[src/rtl/output_display_if.sv]
// -----------------------------------------------------------------------------
// output_display_if
// Bundles the load handshake and the display-side outputs of output_display.
//   ld     : load strobe from the output-register load enable
//   data   : 8-bit value to display, sampled when ld=1
//   seg    : segments {g,f,e,d,c,b,a}
//   an     : active-low one-hot digit enables, an[0] = rightmost digit
//   busy   : BCD conversion in progress
//   valid  : at least one conversion completed since reset
// master : the output-register side (drives ld/data)
// slave  : the display block
// -----------------------------------------------------------------------------
interface output_display_if;
   logic       ld;
   logic [7:0] data;
   logic [6:0] seg;
   logic [3:0] an;
   logic       busy;
   logic       valid;

   modport master (output ld, data, input seg, an, busy, valid);
   modport slave  (input ld, data, output seg, an, busy, valid);
endinterface

[src/rtl/output_display.sv]
// -----------------------------------------------------------------------------
// output_display
// Captures the CPU output register on each load strobe, converts it to BCD
// with a sequential shift-add-3 (one bit per clock) and drives a 4-digit
// time-multiplexed 7-segment display with leading-zero blanking.
// Ports:
//   clk    : system clock, rising edge
//   rst_n  : asynchronous active-low reset
//   bus    : output_display_if.slave (ld, data, seg, an, busy, valid)
// Parameters:
//   REFRESH_DIV    : clocks each digit stays enabled (>= 1)
//   SEG_ACTIVE_LOW : 1 inverts seg (an polarity unaffected)
// Build option:
//   OUTPUT_DISPLAY_SIGNED_EN : data is two's complement; the magnitude is
//   converted through a 9-bit shift register (9 iterations) and digit 3 shows
//   a minus sign for negative values.
// -----------------------------------------------------------------------------
module output_display #(
   parameter int REFRESH_DIV    = 16,
   parameter bit SEG_ACTIVE_LOW = 1'b0
) (
   input  logic              clk,
   input  logic              rst_n,
   output_display_if.slave   bus
);

`ifdef OUTPUT_DISPLAY_SIGNED_EN
   localparam int SW = 9;   // 9 bits so that -128 gives magnitude 128
`else
   localparam int SW = 8;
`endif
   localparam int CW = (REFRESH_DIV > 1) ? $clog2(REFRESH_DIV) : 1;

   typedef enum logic {IDLE, CONV} state_t;

   state_t          state_q;
   logic [SW-1:0]   sh_q, sh_d, mag_d;
   logic [11:0]     bcd_q, bcd_d, bcd_adj;
   logic [3:0]      it_q;
   logic            busy_q, valid_q, neg_q, neg_d;
   logic [3:0][6:0] dig_q, dig_d;
   logic [CW-1:0]   rcnt_q;
   logic [1:0]      idx_q, idx_d;
   logic [6:0]      seg_q;
   logic [3:0]      an_q;

   function automatic logic [6:0] enc(input logic [3:0] v);
      case (v)
         4'd0:    enc = 7'h3F;
         4'd1:    enc = 7'h06;
         4'd2:    enc = 7'h5B;
         4'd3:    enc = 7'h4F;
         4'd4:    enc = 7'h66;
         4'd5:    enc = 7'h6D;
         4'd6:    enc = 7'h7D;
         4'd7:    enc = 7'h07;
         4'd8:    enc = 7'h7F;
         4'd9:    enc = 7'h6F;
         default: enc = 7'h00;
      endcase
   endfunction

   // Value to load: raw data, or its magnitude in the signed build.
   always_comb begin
`ifdef OUTPUT_DISPLAY_SIGNED_EN
      neg_d = bus.data[7];
      mag_d = bus.data[7] ? (9'h100 - {1'b0, bus.data}) : {1'b0, bus.data};
`else
      neg_d = 1'b0;
      mag_d = bus.data;
`endif
   end

   // One shift-add-3 step, and the digit codes the final step would produce.
   always_comb begin
      bcd_adj = bcd_q;
      for (int n = 0; n < 3; n++)
         if (bcd_q[n*4 +: 4] >= 4'd5) bcd_adj[n*4 +: 4] = bcd_q[n*4 +: 4] + 4'd3;
      bcd_d = {bcd_adj[10:0], sh_q[SW-1]};
      sh_d  = sh_q << 1;
      dig_d[0] = enc(bcd_d[3:0]);
      dig_d[1] = (bcd_d[11:8] == 4'd0 && bcd_d[7:4] == 4'd0) ? 7'h00 : enc(bcd_d[7:4]);
      dig_d[2] = (bcd_d[11:8] == 4'd0) ? 7'h00 : enc(bcd_d[11:8]);
      dig_d[3] = neg_q ? 7'h40 : 7'h00;
   end

   // Conversion FSM. A load in either state (re)starts the conversion, so a
   // superseded value never reaches the digit registers.
   always_ff @(posedge clk or negedge rst_n) begin
      if (!rst_n) begin
         state_q <= IDLE;
         sh_q    <= '0;
         bcd_q   <= '0;
         it_q    <= '0;
         busy_q  <= 1'b0;
         valid_q <= 1'b0;
         neg_q   <= 1'b0;
         dig_q   <= '0;
      end else if (bus.ld) begin
         state_q <= CONV;
         sh_q    <= mag_d;
         neg_q   <= neg_d;
         bcd_q   <= '0;
         it_q    <= '0;
         busy_q  <= 1'b1;
      end else if (state_q == CONV) begin
         sh_q  <= sh_d;
         bcd_q <= bcd_d;
         it_q  <= it_q + 4'd1;
         if (it_q == 4'(SW - 1)) begin
            dig_q   <= dig_d;
            busy_q  <= 1'b0;
            valid_q <= 1'b1;
            state_q <= IDLE;
         end
      end
   end

   // Digit mux: seg and an are both registered from the next index so they
   // always switch together.
   always_comb begin
      idx_d = (rcnt_q == CW'(REFRESH_DIV - 1)) ? idx_q + 2'd1 : idx_q;
   end

   always_ff @(posedge clk or negedge rst_n) begin
      if (!rst_n) begin
         rcnt_q <= '0;
         idx_q  <= '0;
         an_q   <= 4'b1110;
         seg_q  <= {7{SEG_ACTIVE_LOW}};
      end else begin
         rcnt_q <= (rcnt_q == CW'(REFRESH_DIV - 1)) ? '0 : rcnt_q + CW'(1);
         idx_q  <= idx_d;
         an_q   <= ~(4'b0001 << idx_d);
         seg_q  <= dig_q[idx_d] ^ {7{SEG_ACTIVE_LOW}};
      end
   end

   assign bus.seg   = seg_q;
   assign bus.an    = an_q;
   assign bus.busy  = busy_q;
   assign bus.valid = valid_q;

endmodule

[src/flat_wrapper.sv]
// flat-port wrapper written by rule: the top's interface ports become plain ports
module output_display_flat 
#(
   parameter int REFRESH_DIV    = 16,
   parameter bit SEG_ACTIVE_LOW = 1'b0
)
  (clk, rst_n, bus_ld, bus_data, bus_seg, bus_an, bus_busy, bus_valid);
  output_display_if bus_i ();
  input  logic clk;
  input  logic rst_n;
  input wire logic [$bits(bus_i.ld)-1:0] bus_ld;
  input wire logic [$bits(bus_i.data)-1:0] bus_data;
  output wire logic [$bits(bus_i.seg)-1:0] bus_seg;
  output wire logic [$bits(bus_i.an)-1:0] bus_an;
  output wire logic [$bits(bus_i.busy)-1:0] bus_busy;
  output wire logic [$bits(bus_i.valid)-1:0] bus_valid;
  assign bus_i.ld = bus_ld;
  assign bus_i.data = bus_data;
  assign bus_seg = bus_i.seg;
  assign bus_an = bus_i.an;
  assign bus_busy = bus_i.busy;
  assign bus_valid = bus_i.valid;
  output_display #(.REFRESH_DIV(REFRESH_DIV), .SEG_ACTIVE_LOW(SEG_ACTIVE_LOW)) u_core (.clk(clk), .rst_n(rst_n), .bus(bus_i));
endmodule
[config.mk]
export PLATFORM = sky130hd
export DESIGN_NAME = output_display_flat
export DESIGN_NICKNAME = d
export VERILOG_FILES = /design/src/rtl/output_display_if.sv /design/src/rtl/output_display.sv /design/src/flat_wrapper.sv
export SDC_FILE = /design/constraint.sdc
export NUM_CORES = 1
export LEC_CHECK = 0
export ABC_CLOCK_PERIOD_IN_PS = 4400
export BUFFER_PORTS_ARGS = -buffer_cell sky130_fd_sc_hd__buf_2
export CAP_MARGIN = 40
export CORE_MARGIN = 4
export CORE_UTILIZATION = 50
export CTS_BUF_LIST = sky130_fd_sc_hd__clkbuf_2 sky130_fd_sc_hd__clkbuf_4 sky130_fd_sc_hd__clkbuf_8
export CTS_CLUSTER_SIZE = 20
export DETAILED_ROUTE_END_ITERATION = 10
export GPL_ROUTABILITY_DRIVEN = 0
export PLACE_DENSITY_LB_ADDON = 0.2
export SLEW_MARGIN = 0
export SYNTH_ARGS = -nofsm -noshare
export SYNTH_HDL_FRONTEND = slang
export SYNTH_SLANG_ARGS = --single-unit
[constraint.sdc]
create_clock -name clk -period 4.4 [get_ports clk]
set_input_delay 0.66 -clock clk [delete_from_list [all_inputs] [get_ports clk]]
set_output_delay 0.66 -clock clk [all_outputs]
set_load 0.005 [all_outputs]
# After elaboration in Yosys (flattened, before gate mapping)
# Memories as Yosys holds them, arrays and structs flattened. A register that Yosys moved wholly into a read port is not among the register bits.
# Index checks and enable logic that the tools add are counted.
# totals
register_bits	58
mem_bits_ro	336
inputBits	11
wordCells	59
memories	3
# memory_table
name	words	width	rd	rd_ports_with_merged_regs	write_ports	line	rtl
(no name shown)	16	7	1	1	0	output_display.sv:48	case (v)
(no name shown)	16	7	1	0	0	output_display.sv:48	
(no name shown)	16	7	1	0	0	output_display.sv:48	
# op_classes
add_sub_neg	6
magnitude_cmp	4
n_eq_ne	2
shift	1
n_mux	21
bitwise_logic	2
n_reduce_logical	8
# ops
op	n
$mux W12	2
$mux W7	3
$mux W4	5
$mux W8	2
$bmux W7 S2	1
$ge A4 B3 Y1 const B	3
$add A4 B1 Y4 const B	2
$add A4 B2 Y4 const B	2
$logic_not A4 Y1	2
$mux W1	6
$eq A4 B3 Y1 const B	1
$eq A4 B4 Y1 const B	1
$not A4 Y4	1
$reduce_bool A2 Y1	2
$shl A1 B2 Y4 const A	1
$add A3 B2 Y3 const B	1
$lt A2 B3 Y1 const B	1
$mux W3	1
$reduce_and A3 Y1	1
$add A2 B1 Y2 const B	1
$mux W2	1
$reduce_and A2 Y1	1
$logic_and A1 B1 Y1	1
$logic_not A1 Y1	1
$not A1 Y1	1

# Logic depth before layout (Yosys ltp)
# Gate-level depths: netlist (run 1).
# depth
word_depth	5
depth_mapped	12
mapped_depth_nobuf	12

# Worst setup path after synthesis (run 1)
# Ideal clock, no wire load.
# synth_timing
path_type	register to register
startpoint	register u_core.bcd_q[9]
endpoint	register u_core.dig_q[10] (netlist bit)
arrival_ns	2.405
required_ns	4.279
slack_ns	1.874
path_stages_with_launch	13
n_path_buf	0
cell_sequence	dfrtp_1 inv_1 ha_1 nand2b_2 a211oi_1 nor2_1 inv_1 ha_1 nand2_1 a221oi_1 o311a_1 o21ai_1 o22a_1
# synth_between
elab_chain_cells	5
elab_cells_between_ends	6
# synth_lines
item	line	rtl
start, declared	output_display.sv:38	logic [11:0] bcd_q, bcd_d, bcd_adj;
start signal, assigned	output_display.sv:93	bcd_q <= '0;
start signal, assigned	output_display.sv:103	bcd_q <= '0;
start signal, assigned	output_display.sv:108	bcd_q <= bcd_d;
$ge A4 B3 Y1 / $add A3 B2 Y3 (equally long branches)	output_display.sv:78	if (bcd_q[n*4 +: 4] >= 4'd5) bcd_adj[n*4 +: 4] = bcd_q[n*4 +: 4] + 4'd3;
$mux W3 *	output_display.sv:78	
$logic_not A4 Y1 *	output_display.sv:82	dig_d[1] = (bcd_d[11:8] == 4'd0 && bcd_d[7:4] == 4'd0) ? 7'h00 : enc(bcd_d[7:4]);
$logic_and A1 B1 Y1 *	output_display.sv:82	
$mux W7 *	output_display.sv:82	
end signal, assigned	output_display.sv:111	dig_q <= dig_d;
end, declared	output_display.sv:41	logic [3:0][6:0] dig_q, dig_d;
# Mark *: on every way between the ends. The rest lies on a longest branch, timed or not.
# A chain may end at the register's enable or synchronous reset.

# Worst setup path after layout (run 1)
# layout_timing
startpoint	register u_core.bcd_q[9]
endpoint	register u_core.dig_q[8] (netlist bit)
# The elaborated chain is that of the path after synthesis.

==> impl_table.tex, run 1 <==
\begin{tabular}{lr}
\hline
Metric & Value \\
\hline
\multicolumn{2}{l}{\textbf{Outcome}} \\
\quad Outcome & finished clean \\
\multicolumn{2}{l}{\textbf{Yosys}} \\
\quad List of most frequent post-synthesis cells & sky130\_fd\_sc\_hd\_\_nand2\_1 (85), sky130\_fd\_sc\_hd\_\_dfrtp\_1 (62), sky130\_fd\_sc\_hd\_\_o21ai\_0 (48), sky130\_fd\_sc\_hd\_\_nor2\_1 (34) \\
\quad Average cell area after synthesis & 8.65 um\^{}2 \\
\quad Library cell occupying the most area in the post-synthesis netlist & sky130\_fd\_sc\_hd\_\_dfrtp\_1 \\
\quad Most repeated cell in the gate-level netlist after synthesis & sky130\_fd\_sc\_hd\_\_nand2\_1 \\
\quad Distinct cell type count of the synthesized netlist & 59 \\
\quad Dominant register cell in the synthesized netlist & sky130\_fd\_sc\_hd\_\_dfrtp\_1 \\
\quad Main area contributors after synthesis & sky130\_fd\_sc\_hd\_\_dfrtp\_1 (40\%), sky130\_fd\_sc\_hd\_\_nand2\_1 (8.2\%), sky130\_fd\_sc\_hd\_\_ha\_1 (6.8\%) \\
\quad Post-Syn Area & 3880 um\^{}2 \\
\quad Share of the yosys chip area belonging to registers & 0.420 \\
\quad Number of warnings reported in the yosys synthesis log & 0 \\
\quad Number of flops mapped to enable cells by yosys & 0 \\
\quad Async set or reset register ratio after synthesis & 1.00 \\
\quad \#FFs+latches synth & 65 \\
\quad Synthesized net count & 481 \\
\quad Number of instances in the synthesized netlist & 449 \\
\quad Top cell type's share of synthesized area & 0.400 \\
\multicolumn{2}{l}{\textbf{Routing}} \\
\quad Number of DRC violations after detailed routing & 0 \\
\quad Vias after detailed routing & 3035 \\
\quad Wire length per cell & 13.6 um \\
\quad Starting DRC count in detailed routing & 113 \\
\quad Average via count per standard cell & 5.40 \\
\quad Count of TritonRoute iterations in the first routing pass & 4 \\
\quad Remaining antenna violation count & 0 \\
\quad Wirelength, routed & 7650 um \\
\multicolumn{2}{l}{\textbf{STA}} \\
\quad Tightest slew margin relative to the limit & 0.442 \\
\quad Tcrit/Tclk final & 0.659 \\
\quad Count of pins over their slew limit & 0 \\
\quad Transition time at the pin with the least slew margin & 0.837 ns \\
\quad Fmax & 345 MHz \\
\quad RSZ-0062 raised after global routing & false \\
\quad Tmin final & 2.90 ns \\
\quad Worst setup skew after layout & 0.00910 ns \\
\quad Setup Total Neg Slack & 0 ns \\
\quad Final Hold Viols & 0 \\
\quad Total setup violations reported at the end of the flow & 0 \\
\quad Setup slack of the critical path after layout & 1.50 ns \\
\quad Final hold slack & 0.296 ns \\
\multicolumn{2}{l}{\textbf{Clocking}} \\
\quad Clock insertion delay at the later pin of the skew report & 0.34 ns \\
\quad CTS H-Tree Depth & 3 \\
\quad Maximum number of buffers from clock root to sink & 2 \\
\quad Total of hold buffers inserted after clock tree synthesis & 0 \\
\quad Clock root cell & sky130\_fd\_sc\_hd\_\_clkbuf\_8 \\
\quad Number of clock sinks & 65 \\
\quad TritonCTS clock tree & yes \\
\quad Number of CTS-inserted buffers & 9 \\
\quad Number of gates resized after CTS & 0 \\
\quad Post-CTS clock slew at the launch and capture registers of the worst setup and hold paths & 0.07 ns \\
\quad Postcts setup bufs & 0 \\
\multicolumn{2}{l}{\textbf{GRT}} \\
\quad First-pass GRT wire length & 13500 um \\
\quad Total routing usage reported by global routing & 0.187 \\
\quad Final global-route overflow total & 0 \\
\quad Maximum number of pins on one net before global-route repair & 37 \\
\quad Number of antenna violations at the first check in global routing & 0 \\
\quad Via count of the first global-routing pass & 2896 \\
\multicolumn{2}{l}{\textbf{Placed design}} \\
\quad Detailed Place HPWL & 5520 um \\
\quad Number of I/O port buffers & 23 \\
\quad Pre-CTS WS & 1.53 ns \\
\multicolumn{2}{l}{\textbf{Floorplanning}} \\
\quad Number of placement rows & 31 \\
\quad Die Ht & 96.1 um \\
\quad Starting Density & 0.524 \\
\quad Area enclosed by the die boundary & 9240 um\^{}2 \\
\quad Number of placed I/O pins & 24 \\
\quad CORE AREA & 7410 um\^{}2 \\
\quad Die outline width & 96.1 um \\
\multicolumn{2}{l}{\textbf{Setup path}} \\
\quad Crit path arrival time & 3.11 ns \\
\quad Nature of the critical path endpoint & flop \\
\quad R2r startpoint & u\_core.bcd\_q[9] \\
\quad Required time of the worst setup path & 4.62 ns \\
\quad Reg-to-Reg End & u\_core.dig\_q[8] \\
\quad Maximum fanout count along the critical path & 5 \\
\quad Depth of the worst register-to-register path & 12 \\
\quad Worst reg-to-reg setup slack & 1.50 ns \\
\quad Start-to-end type of the worst setup path & flop to flop \\
\quad Nature of the critical path startpoint & flop \\
\quad Startpoint of the most critical setup path & u\_core.bcd\_q[9] \\
\multicolumn{2}{l}{\textbf{Power}} \\
\quad Clock network power share & 0.367 \\
\quad Fraction of power consumed by sequential logic & 0.474 \\
\quad Design Power & 1.49 mW \\
\quad Sw frac & 0.271 \\
\quad Leakage power & 2.03 nW \\
\quad Worst IR Drop VDD & 243 uV \\
\quad Combinational power share & 0.160 \\
\quad Total power density per cell area & 348 nW/um\^{}2 \\
\quad Internal power & 1.08 mW \\
\quad Switching power summed over all nets & 0.404 mW \\
\multicolumn{2}{l}{\textbf{Finish}} \\
\quad Number of filler instances in the final layout & 655 \\
\quad Diode count & 0 \\
\quad Area overhead of the layout relative to synthesis & 10.2\% \\
\quad Count of nets after finishing & 490 \\
\quad Fraction of layout instances using a drive strength above 1 & 0.145 \\
\multicolumn{2}{l}{\textbf{Min path}} \\
\quad HP Class & input port to asynchronous set/reset pin \\
\multicolumn{2}{l}{\textbf{Run}} \\
\quad Max-cap violations & 0 \\
\hline
\end{tabular}
[cells in the final DEF, fill, tap and decap left out, drive strengths merged, types with 3 or more instances in the layout]
cell type,n
or3,3
nor2,36
a2bb2oi,3
o22a,4
a31oi,5
xnor2,4
o21ai,53
buf,28
a21o,4
and3,3
dfstp,3
nand2b,9
nor3,12
dfrtp,62
ha,21
clkbuf,14
nor3b,4
nand2,85
mux2i,11
a211oi,11
xor2,3
a21oi,15
o31ai,8
inv,14
nand3,21
[registers in the layout, summed over array words and instances (netlist names)]
register,count
u_core.bcd_q,12
u_core.bus.an,4
u_core.bus.busy,1
u_core.bus.seg,7
u_core.bus.valid,1
u_core.dig_q,21
u_core.idx_q,2
u_core.it_q,4
u_core.rcnt_q,4
u_core.sh_q,8
u_core.state_q,1
[cell type report]
| class | count | area [um^2] | share of cell area |
|---|---|---|---|
| timing repair buffer | 28 | 193 | 0.0450 |
| multi-input combinational | 340 | 2060 | 0.481 |
| tap | 99 | 124 | 0.0289 |
| clock inverter | 2 | 35.0 | 0.00818 |
| inverter | 14 | 52.6 | 0.0123 |
| sequential | 65 | 1630 | 0.381 |
| clock buffer | 14 | 186 | 0.0436 |
[worst max path at each step]
stage,cells after the start,endpoint,slack (ns)
detailed placement,12,u_core.dig_q[8],1.53
CTS,12,u_core.dig_q[8],1.51
finish,12,u_core.dig_q[8],1.50
global placement,12,u_core.dig_q[9],1.68
global route,12,u_core.dig_q[9],1.23
floorplan,12,u_core.dig_q[10],1.87
[logic make-up (layout without fill, tap and decap cells)]
logic type	count (synthesis)	in the layout	synth area share
simple gates	183	183	0.214
fa+ha+maj	21	21	0.0677
compound gates	117	117	0.201
buf+inv	44	58	0.0496
mux	12	12	0.0313
xor+xnor	7	7	0.0158
flops	65	65	0.420
[routing by layer]
metal / GRT usage / vias up / share of wire
li1: - / 1580 / -
met1: 0.244 / 1401 / 0.48
met2: 0.306 / 47 / 0.48
met3: 0.0469 / 7 / 0.034
met4: 0.0533 / 0 / 0.0088
met5: 0 / - / 0
[critical path, cell delays in order (launching register included)]
cell,delay [ns]
sky130_fd_sc_hd__dfrtp_1,0.44
sky130_fd_sc_hd__inv_1,0.10
sky130_fd_sc_hd__ha_1,0.21
sky130_fd_sc_hd__nand2b_2,0.22
sky130_fd_sc_hd__a211oi_1,0.40
sky130_fd_sc_hd__nor2_1,0.13
sky130_fd_sc_hd__inv_1,0.12
sky130_fd_sc_hd__ha_1,0.21
sky130_fd_sc_hd__nand2_1,0.07
sky130_fd_sc_hd__a221oi_1,0.39
sky130_fd_sc_hd__o21ai_0,0.17
sky130_fd_sc_hd__a2bb2oi_1,0.22
sky130_fd_sc_hd__o21ai_0,0.11
[power by group through the flow]
stage / sequential [mW] / clock, mW / combinational, mW
after floorplan: 0.693 / 0 / 0.192
after global placement: 0.713 / 0 / 0.229
after detailed placement: 0.716 / 0 / 0.238
after CTS: 0.705 / 0.561 / 0.240
after global routing: 0.713 / 0.590 / 0.274
final: 0.705 / 0.546 / 0.238
[through the flow]
step	instances	util	instance area, um^2
3_3_place_gp	544	0.540	4000
5_1_grt	562	0.578	4280
3_5_place_dp	546	0.548	4060
4_1_cts	562	0.578	4280
6_report	562	0.578	4280
2_1_floorplan	449	-	3880
Power figures use the tool's default switching activity.
==> inputs of run 2 (changes only) <==
Settings changed: ABC_CLOCK_PERIOD_IN_PS 4400 to 2800.
Clock period 4.4 ns to 2.8 ns, I/O delays scaled along.
==> run 2 against run 1 <==
Effect of this change:
- clock skew is 0.00074 ns lower
- setup slack worse by 1.3 ns
- final area is 0.26% lower
- power is 53% higher
- largest cell class unchanged
- sequential share of layout area is 0.10 points higher
- clock power is 43% higher
- critical path type unchanged
- worst hold slack worse by 0.23 ns
- critical path depth stayed put
- global-route usage hardly changed
- clock-buffer cell count is 3 lower
- first-iteration DRC count is 9.7% higher
- largest power group unchanged
- maximum frequency is 13% higher
==> impl_table.tex, run 2 (same netlist as run 1, synthesis figures left out) <==
\begin{tabular}{lr}
\hline
Metric & Value \\
\hline
\multicolumn{2}{l}{\textbf{Finish}} \\
\quad Fraction of layout instances using a drive strength above 1 & 0.162 \\
\quad Most common library cell in the layout ignoring fill and taps & sky130\_fd\_sc\_hd\_\_nand2\_1 \\
\quad Diode count & 0 \\
\quad Number of filler instances in the final layout & 695 \\
\quad Most frequent cells in the layout & sky130\_fd\_sc\_hd\_\_nand2\_1 (85), sky130\_fd\_sc\_hd\_\_dfrtp\_1 (62), sky130\_fd\_sc\_hd\_\_o21ai\_0 (48) \\
\quad Area overhead of the layout relative to synthesis & 9.96\% \\
\quad Biggest register & u\_core.dig\_q \\
\quad Number of cells in the finished layout apart from fillers & 567 \\
\quad Count of nets after finishing & 495 \\
\quad Post-route core utilization & 0.576 \\
\quad Max FFs per register & 21 \\
\quad Largest regs & u\_core.dig\_q (21), u\_core.bcd\_q (12), u\_core.sh\_q (8) \\
\quad Post-route cell area & 4270 um\^{}2 \\
\multicolumn{2}{l}{\textbf{GRT}} \\
\quad Number of antenna violations at the first check in global routing & 0 \\
\quad Final global-route overflow total & 0 \\
\quad First-pass GRT wire length & 13600 um \\
\quad Via count of the first global-routing pass & 3021 \\
\quad Maximum number of pins on one net before global-route repair & 36 \\
\quad Total routing usage reported by global routing & 0.187 \\
\multicolumn{2}{l}{\textbf{Power}} \\
\quad Combinational power share & 0.168 \\
\quad Fraction of power consumed by sequential logic & 0.489 \\
\quad Switching power summed over all nets & 0.650 mW \\
\quad Leakage power & 2.02 nW \\
\quad Internal power & 1.62 mW \\
\quad Total power density per cell area & 532 nW/um\^{}2 \\
\quad Clock network power share & 0.343 \\
\quad Worst IR Drop VDD & 433 uV \\
\quad Sw frac & 0.286 \\
\multicolumn{2}{l}{\textbf{Placed design}} \\
\quad Detailed Place HPWL & 5570 um \\
\quad Placed insts & 551 \\
\quad Number of I/O port buffers & 23 \\
\quad Standard cell area after detailed placement & 4060 um\^{}2 \\
\multicolumn{2}{l}{\textbf{Setup path}} \\
\quad Start-to-end type of the worst setup path & flop to flop \\
\quad Nature of the critical path startpoint & flop \\
\quad Capture point of the worst path & u\_core.dig\_q[10] \\
\quad Depth of the worst register-to-register path & 12 \\
\quad R2r startpoint & u\_core.bcd\_q[8] \\
\quad Required time of the worst setup path & 3.07 ns \\
\quad Maximum fanout count along the critical path & 7 \\
\quad Maximum single-stage delay on the critical path & 0.43 ns \\
\quad Worst reg-to-reg setup slack & 0.23 ns \\
\quad Critical-path top delay cell & sky130\_fd\_sc\_hd\_\_dfrtp\_1 \\
\quad Startpoint of the most critical setup path & u\_core.bcd\_q[8] \\
\quad Cell-by-cell trace of the critical path & inv\_1 > ha\_2 > nor3b\_2 > nor2\_1 > nor2\_1 > inv\_1 > ha\_1 > nand2\_1 > a221oi\_2 > o311a\_1 > o21ai\_1 > o22a\_1 \\
\quad Reg-to-Reg End & u\_core.dig\_q[10] \\
\quad Nature of the critical path endpoint & flop \\
\quad Crit path arrival time & 2.85 ns \\
\multicolumn{2}{l}{\textbf{Floorplanning}} \\
\quad Number of placed I/O pins & 24 \\
\quad Die Ht & 96.1 um \\
\quad Area enclosed by the die boundary & 9240 um\^{}2 \\
\quad CORE AREA & 7410 um\^{}2 \\
\quad Die outline width & 96.1 um \\
\quad Starting Density & 0.524 \\
\quad Number of placement rows & 31 \\
\multicolumn{2}{l}{\textbf{STA}} \\
\quad Final Hold Viols & 0 \\
\quad Setup Total Neg Slack & 0 ns \\
\quad Tmin final & 2.57 ns \\
\quad Worst setup skew after layout & 0.00836 ns \\
\quad Fmax & 389 MHz \\
\quad Tcrit/Tclk final & 0.919 \\
\quad Tightest slew margin relative to the limit & 0.447 \\
\quad Count of pins over their slew limit & 0 \\
\quad Transition time at the pin with the least slew margin & 0.830 ns \\
\quad Total setup violations reported at the end of the flow & 0 \\
\multicolumn{2}{l}{\textbf{Clocking}} \\
\quad TritonCTS clock tree & yes \\
\quad Number of CTS-inserted buffers & 9 \\
\quad CTS H-Tree Depth & 3 \\
\quad Post-CTS clock slew at the launch and capture registers of the worst setup and hold paths & 0.07 ns \\
\quad Clock root cell & sky130\_fd\_sc\_hd\_\_clkbuf\_8 \\
\quad Maximum number of buffers from clock root to sink & 2 \\
\quad Clock insertion delay at the later pin of the skew report & 0.34 ns \\
\quad Total of hold buffers inserted after clock tree synthesis & 0 \\
\quad Postcts setup bufs & 0 \\
\quad Number of clock sinks & 65 \\
\multicolumn{2}{l}{\textbf{Routing}} \\
\quad Vias after detailed routing & 3143 \\
\quad Remaining antenna violation count & 0 \\
\quad Count of TritonRoute iterations in the first routing pass & 4 \\
\quad Number of DRC violations after detailed routing & 0 \\
\quad Average via count per standard cell & 5.54 \\
\quad Wire length per cell & 13.8 um \\
\quad Wirelength, routed & 7840 um \\
\quad Starting DRC count in detailed routing & 124 \\
\multicolumn{2}{l}{\textbf{Outcome}} \\
\quad Outcome & finished clean \\
\multicolumn{2}{l}{\textbf{Run}} \\
\quad Max-cap violations & 0 \\
\multicolumn{2}{l}{\textbf{Min path}} \\
\quad HP Class & input port to asynchronous set/reset pin \\
\hline
\end{tabular}
-- run 2: layer usage --
metal / part of all wire / global-route usage / vias up
met5: 0 / 0 / -
met3: 0.042 / 0.0516 / 7
met1: 0.47 / 0.241 / 1494
li1: - / - / 1584
met4: 0.011 / 0.0616 / 0
met2: 0.48 / 0.302 / 58
-- run 2: per-stage QoR --
stage | hold WS [ns] | setup slack (ns) | power, mW
6_report | 0.0661 | 0.228 | 2.27
5_1_grt | 0.100 | -0.0207 | 2.42
4_1_cts | 0.0782 | 0.0477 | 2.29
3_5_place_dp | 0.450 | 0.0506 | 1.50
3_3_place_gp | 0.442 | 0.196 | 1.49
2_1_floorplan | 0.124 | 0.274 | 1.39
-- run 2: worst min-delay path by stage --
| stage | startpoint | endpoint | slack [ns] | depth (start not counted) |
|---|---|---|---|---|
| 2_1_floorplan | rst_n | u_core.bcd_q[0] | 0.12 | 0 |
| 3_3_place_gp | rst_n | u_core.rcnt_q[3] | 0.44 | 1 |
| 3_5_place_dp | rst_n | u_core.rcnt_q[3] | 0.45 | 1 |
| 4_1_cts | rst_n | u_core.rcnt_q[3] | 0.08 | 1 |
| 5_1_grt | rst_n | u_core.rcnt_q[3] | 0.10 | 1 |
| 6_report | rst_n | u_core.rcnt_q[3] | 0.07 | 1 |
-- run 2: critical path: cells and delay by family (launching register included) --
kind	cells	cell delay [ns]
AND/OR/NAND/NOR	4	0.65
AO/OA/AOI/OAI	4	0.70
buffers and inverters	2	0.24
flip-flops	1	0.43
adder cells (fa/ha/maj)	2	0.49
-- run 2: power by group through the flow --
stage	Combinational, mW	Sequential (mW)	Clock (mW)
floorplan	0.301	1.09	0
finish	0.381	1.11	0.779
detailed placement	0.378	1.13	0
global placement	0.366	1.12	0
global route	0.444	1.12	0.851
CTS	0.381	1.11	0.801
-- run 2: timing repair --
| action | 4_1_cts | 5_1_grt |
|---|---|---|
| hold endpoints to repair | 0 | 0 |
| gates resized for setup | 0 | 4 |
| setup endpoints to repair | 0 | 8 |
-- run 2: layout make-up --
| type | count | area [um^2] | area share |
|---|---|---|---|
| clock buffer | 11 | 139 | 0.0325 |
| clock inverter | 5 | 56.3 | 0.0132 |
| inverter | 14 | 52.6 | 0.0123 |
| multi-input combinational | 340 | 2080 | 0.487 |
| sequential | 65 | 1630 | 0.382 |
| tap | 99 | 124 | 0.0290 |
| timing repair buffer | 33 | 190 | 0.0445 |
==> inputs of run 3 (changes only) <==
Settings changed: ABC_AREA set to 1.
==> run 3 against run 2 <==
Effect of this change:
- die area down 9.4%
- global-route usage shrank 0.99 points
- register-to-register slack gained 0.49 ns
- critical endpoint is now u_core.dig_q[20]
- largest cell class is now flip-flops and latches
==> impl_table.tex, run 3 <==
\begin{tabular}{lr}
\hline
Metric & Value \\
\hline
\multicolumn{2}{l}{\textbf{Yosys}} \\
\quad Main area contributors after synthesis & sky130\_fd\_sc\_hd\_\_dfrtp\_1 (45\%), sky130\_fd\_sc\_hd\_\_nand2\_1 (12\%), sky130\_fd\_sc\_hd\_\_ha\_1 (7.5\%) \\
\quad Library cell occupying the most area in the post-synthesis netlist & sky130\_fd\_sc\_hd\_\_dfrtp\_1 \\
\quad Post-Syn Area & 3490 um\^{}2 \\
\quad Number of instances in the synthesized netlist & 408 \\
\quad Async set or reset register ratio after synthesis & 1.00 \\
\quad List of most frequent post-synthesis cells & sky130\_fd\_sc\_hd\_\_nand2\_1 (108), sky130\_fd\_sc\_hd\_\_dfrtp\_1 (62), sky130\_fd\_sc\_hd\_\_inv\_1 (51), sky130\_fd\_sc\_hd\_\_nand3\_1 (42), sky130\_fd\_sc\_hd\_\_ha\_1 (21) \\
\quad Number of warnings reported in the yosys synthesis log & 0 \\
\quad Share of the yosys chip area belonging to registers & 0.468 \\
\quad Synthesized net count & 440 \\
\quad Distinct cell type count of the synthesized netlist & 33 \\
\quad Average cell area after synthesis & 8.54 um\^{}2 \\
\quad Number of flops mapped to enable cells by yosys & 0 \\
\quad Top cell type's share of synthesized area & 0.445 \\
\quad \#FFs+latches synth & 65 \\
\quad Dominant register cell in the synthesized netlist & sky130\_fd\_sc\_hd\_\_dfrtp\_1 \\
\quad Most repeated cell in the gate-level netlist after synthesis & sky130\_fd\_sc\_hd\_\_nand2\_1 \\
\multicolumn{2}{l}{\textbf{STA}} \\
\quad Tcrit/Tclk final & 0.742 \\
\quad Final hold slack & 0.00638 ns \\
\quad RSZ-0062 raised after global routing & false \\
\quad Setup slack of the critical path after layout & 0.722 ns \\
\quad Count of pins over their slew limit & 0 \\
\quad Fmax & 481 MHz \\
\quad Tightest slew margin relative to the limit & 0.674 \\
\quad Worst setup skew after layout & 0.0106 ns \\
\quad Transition time at the pin with the least slew margin & 0.488 ns \\
\quad Total setup violations reported at the end of the flow & 0 \\
\quad Tmin final & 2.08 ns \\
\quad Final Hold Viols & 0 \\
\quad Setup Total Neg Slack & 0 ns \\
\multicolumn{2}{l}{\textbf{Finish}} \\
\quad Area overhead of the layout relative to synthesis & 12.1\% \\
\quad Most common library cell in the layout ignoring fill and taps & sky130\_fd\_sc\_hd\_\_nand2\_1 \\
\quad Biggest register & u\_core.dig\_q \\
\quad Max FFs per register & 21 \\
\quad Fraction of layout instances using a drive strength above 1 & 0.186 \\
\quad Diode count & 0 \\
\quad Post-route core utilization & 0.575 \\
\quad Most frequent cells in the layout & sky130\_fd\_sc\_hd\_\_nand2\_1 (108), sky130\_fd\_sc\_hd\_\_dfrtp\_1 (62), sky130\_fd\_sc\_hd\_\_inv\_1 (51) \\
\quad Count of nets after finishing & 469 \\
\quad Number of cells in the finished layout apart from fillers & 538 \\
\quad Post-route cell area & 3910 um\^{}2 \\
\quad Largest regs & u\_core.dig\_q (21), u\_core.bcd\_q (12), u\_core.sh\_q (8) \\
\multicolumn{2}{l}{\textbf{Floorplanning}} \\
\quad Starting Density & 0.513 \\
\quad Number of placement rows & 30 \\
\quad Die outline width & 91.5 um \\
\quad CORE AREA & 6790 um\^{}2 \\
\quad Die Ht & 91.5 um \\
\quad Number of placed I/O pins & 24 \\
\quad Area enclosed by the die boundary & 8370 um\^{}2 \\
\multicolumn{2}{l}{\textbf{Routing}} \\
\quad Remaining antenna violation count & 0 \\
\quad Vias after detailed routing & 2743 \\
\quad Average via count per standard cell & 5.10 \\
\quad Starting DRC count in detailed routing & 146 \\
\quad Count of TritonRoute iterations in the first routing pass & 4 \\
\quad Wire length per cell & 12.6 um \\
\quad Wirelength, routed & 6800 um \\
\quad Number of DRC violations after detailed routing & 0 \\
\multicolumn{2}{l}{\textbf{Outcome}} \\
\quad Outcome & finished clean \\
\multicolumn{2}{l}{\textbf{Clocking}} \\
\quad Number of gates resized after CTS & 0 \\
\quad Postcts setup bufs & 0 \\
\quad Number of CTS-inserted buffers & 9 \\
\quad CTS H-Tree Depth & 3 \\
\quad Clock insertion delay at the later pin of the skew report & 0.35 ns \\
\quad Total of hold buffers inserted after clock tree synthesis & 0 \\
\quad Clock root cell & sky130\_fd\_sc\_hd\_\_clkbuf\_8 \\
\quad TritonCTS clock tree & yes \\
\quad Maximum number of buffers from clock root to sink & 2 \\
\quad Post-CTS clock slew at the launch and capture registers of the worst setup and hold paths & 0.08 ns \\
\quad Number of clock sinks & 65 \\
\multicolumn{2}{l}{\textbf{Power}} \\
\quad Sw frac & 0.326 \\
\quad Clock network power share & 0.322 \\
\quad Combinational power share & 0.238 \\
\quad Switching power summed over all nets & 0.825 mW \\
\quad Leakage power & 2.07 nW \\
\quad Total power density per cell area & 648 nW/um\^{}2 \\
\quad Fraction of power consumed by sequential logic & 0.440 \\
\quad Design Power & 2.53 mW \\
\quad Worst IR Drop VDD & 285 uV \\
\quad Internal power & 1.71 mW \\
\multicolumn{2}{l}{\textbf{Setup path}} \\
\quad Crit path arrival time & 2.37 ns \\
\quad Maximum fanout count along the critical path & 6 \\
\quad Buffering stage count on the worst path with inverters included & 3 \\
\quad Nature of the critical path endpoint & flop \\
\quad Maximum single-stage delay on the critical path & 0.40 ns \\
\quad Nature of the critical path startpoint & flop \\
\quad Critical path's most frequent cell & sky130\_fd\_sc\_hd\_\_nand2\_1 \\
\quad Critical-path top delay cell & sky130\_fd\_sc\_hd\_\_dfrtp\_1 \\
\quad Cell-by-cell trace of the critical path & inv\_1 > ha\_1 > inv\_1 > nand2\_2 > nand2\_1 > nand3\_1 > nand2\_1 > inv\_1 > ha\_1 > nand3\_1 > nand2\_1 > nor2\_4 > nand2\_1 > nand2\_1 \\
\quad Required time of the worst setup path & 3.09 ns \\
\quad Crit path max-delay family & simple AND/OR/NAND/NOR gates \\
\quad Start-to-end type of the worst setup path & flop to flop \\
\multicolumn{2}{l}{\textbf{GRT}} \\
\quad Total routing usage reported by global routing & 0.177 \\
\quad Maximum number of pins on one net before global-route repair & 29 \\
\quad Number of antenna violations at the first check in global routing & 0 \\
\quad First-pass GRT wire length & 12000 um \\
\quad Via count of the first global-routing pass & 2656 \\
\quad Final global-route overflow total & 0 \\
\multicolumn{2}{l}{\textbf{Run}} \\
\quad Max-cap violations & 0 \\
\multicolumn{2}{l}{\textbf{Placed design}} \\
\quad Detailed Place HPWL & 4930 um \\
\quad Standard cell area after detailed placement & 3710 um\^{}2 \\
\quad Pre-CTS WS & 0.754 ns \\
\quad Number of I/O port buffers & 23 \\
\quad Placed insts & 522 \\
\multicolumn{2}{l}{\textbf{Min path}} \\
\quad HP Class & input port to asynchronous set/reset pin \\
\hline
\end{tabular}
[run 3: cell count changes after synthesis, sizes merged, moves of 10 or more]
| cell | change |
|---|---|
| nor2 | -28 |
| o211ai | +14 |
| o22ai | +10 |
| mux2i | -11 |
| o21ai | -36 |
| clkbuf | -13 |
| nand2 | +34 |
| inv | +48 |
| buf | -10 |
| nand3 | +25 |
| a211oi | -11 |
[run 3: final cells by class]
type	count	area [um^2]
sequential	65	1630
multi-input combinational	274	1590
timing repair buffer	25	130
clock inverter	5	55.1
inverter	62	233
clock buffer	11	145
fill	590	2890
tap	96	120
[run 3: path summary, 6_finish.rpt]
path                                  from               end  slack (ns)  cells after the start
setup / recovery           u_core.bcd_q[4]  u_core.dig_q[20]        0.72                     14
hold / removal                       rst_n   u_core.dig_q[4]       0.006                      1
setup reg to reg           u_core.bcd_q[4]  u_core.dig_q[20]        0.72                     14
hold reg to reg            u_core.idx_q[1]  u_core.bus.an[3]        0.42                      1
max in group asynchronous            rst_n    u_core.it_q[3]        2.08                      2
min in group clk               bus_data[0]    u_core.sh_q[0]        0.28                      3
[run 3: cells by family after synthesis]
logic type | synth area share
flops | 0.468
compound gates | 0.111
simple gates | 0.264
fa+ha+maj | 0.0754
xor+xnor | 0.00718
buf+inv | 0.0754
[run 3: layer usage]
metal / track usage / wire, um / part of all wire
met2: 0.281 / 3090 / 0.46
met3: 0.0298 / 201 / 0.030
met1: 0.237 / 3350 / 0.49
met5: 0 / 0 / 0
met4: 0.0779 / 146 / 0.021
[run 3: power groups by stage]
| stage | registers, mW | clock network, mW | logic (mW) |
|---|---|---|---|
| after floorplan | 1.11 | 0 | 0.465 |
| after global placement | 1.13 | 0 | 0.590 |
| after detailed placement | 1.13 | 0 | 0.604 |
| after CTS | 1.11 | 0.828 | 0.607 |
| after global routing | 1.13 | 0.863 | 0.694 |
| final | 1.11 | 0.814 | 0.602 |
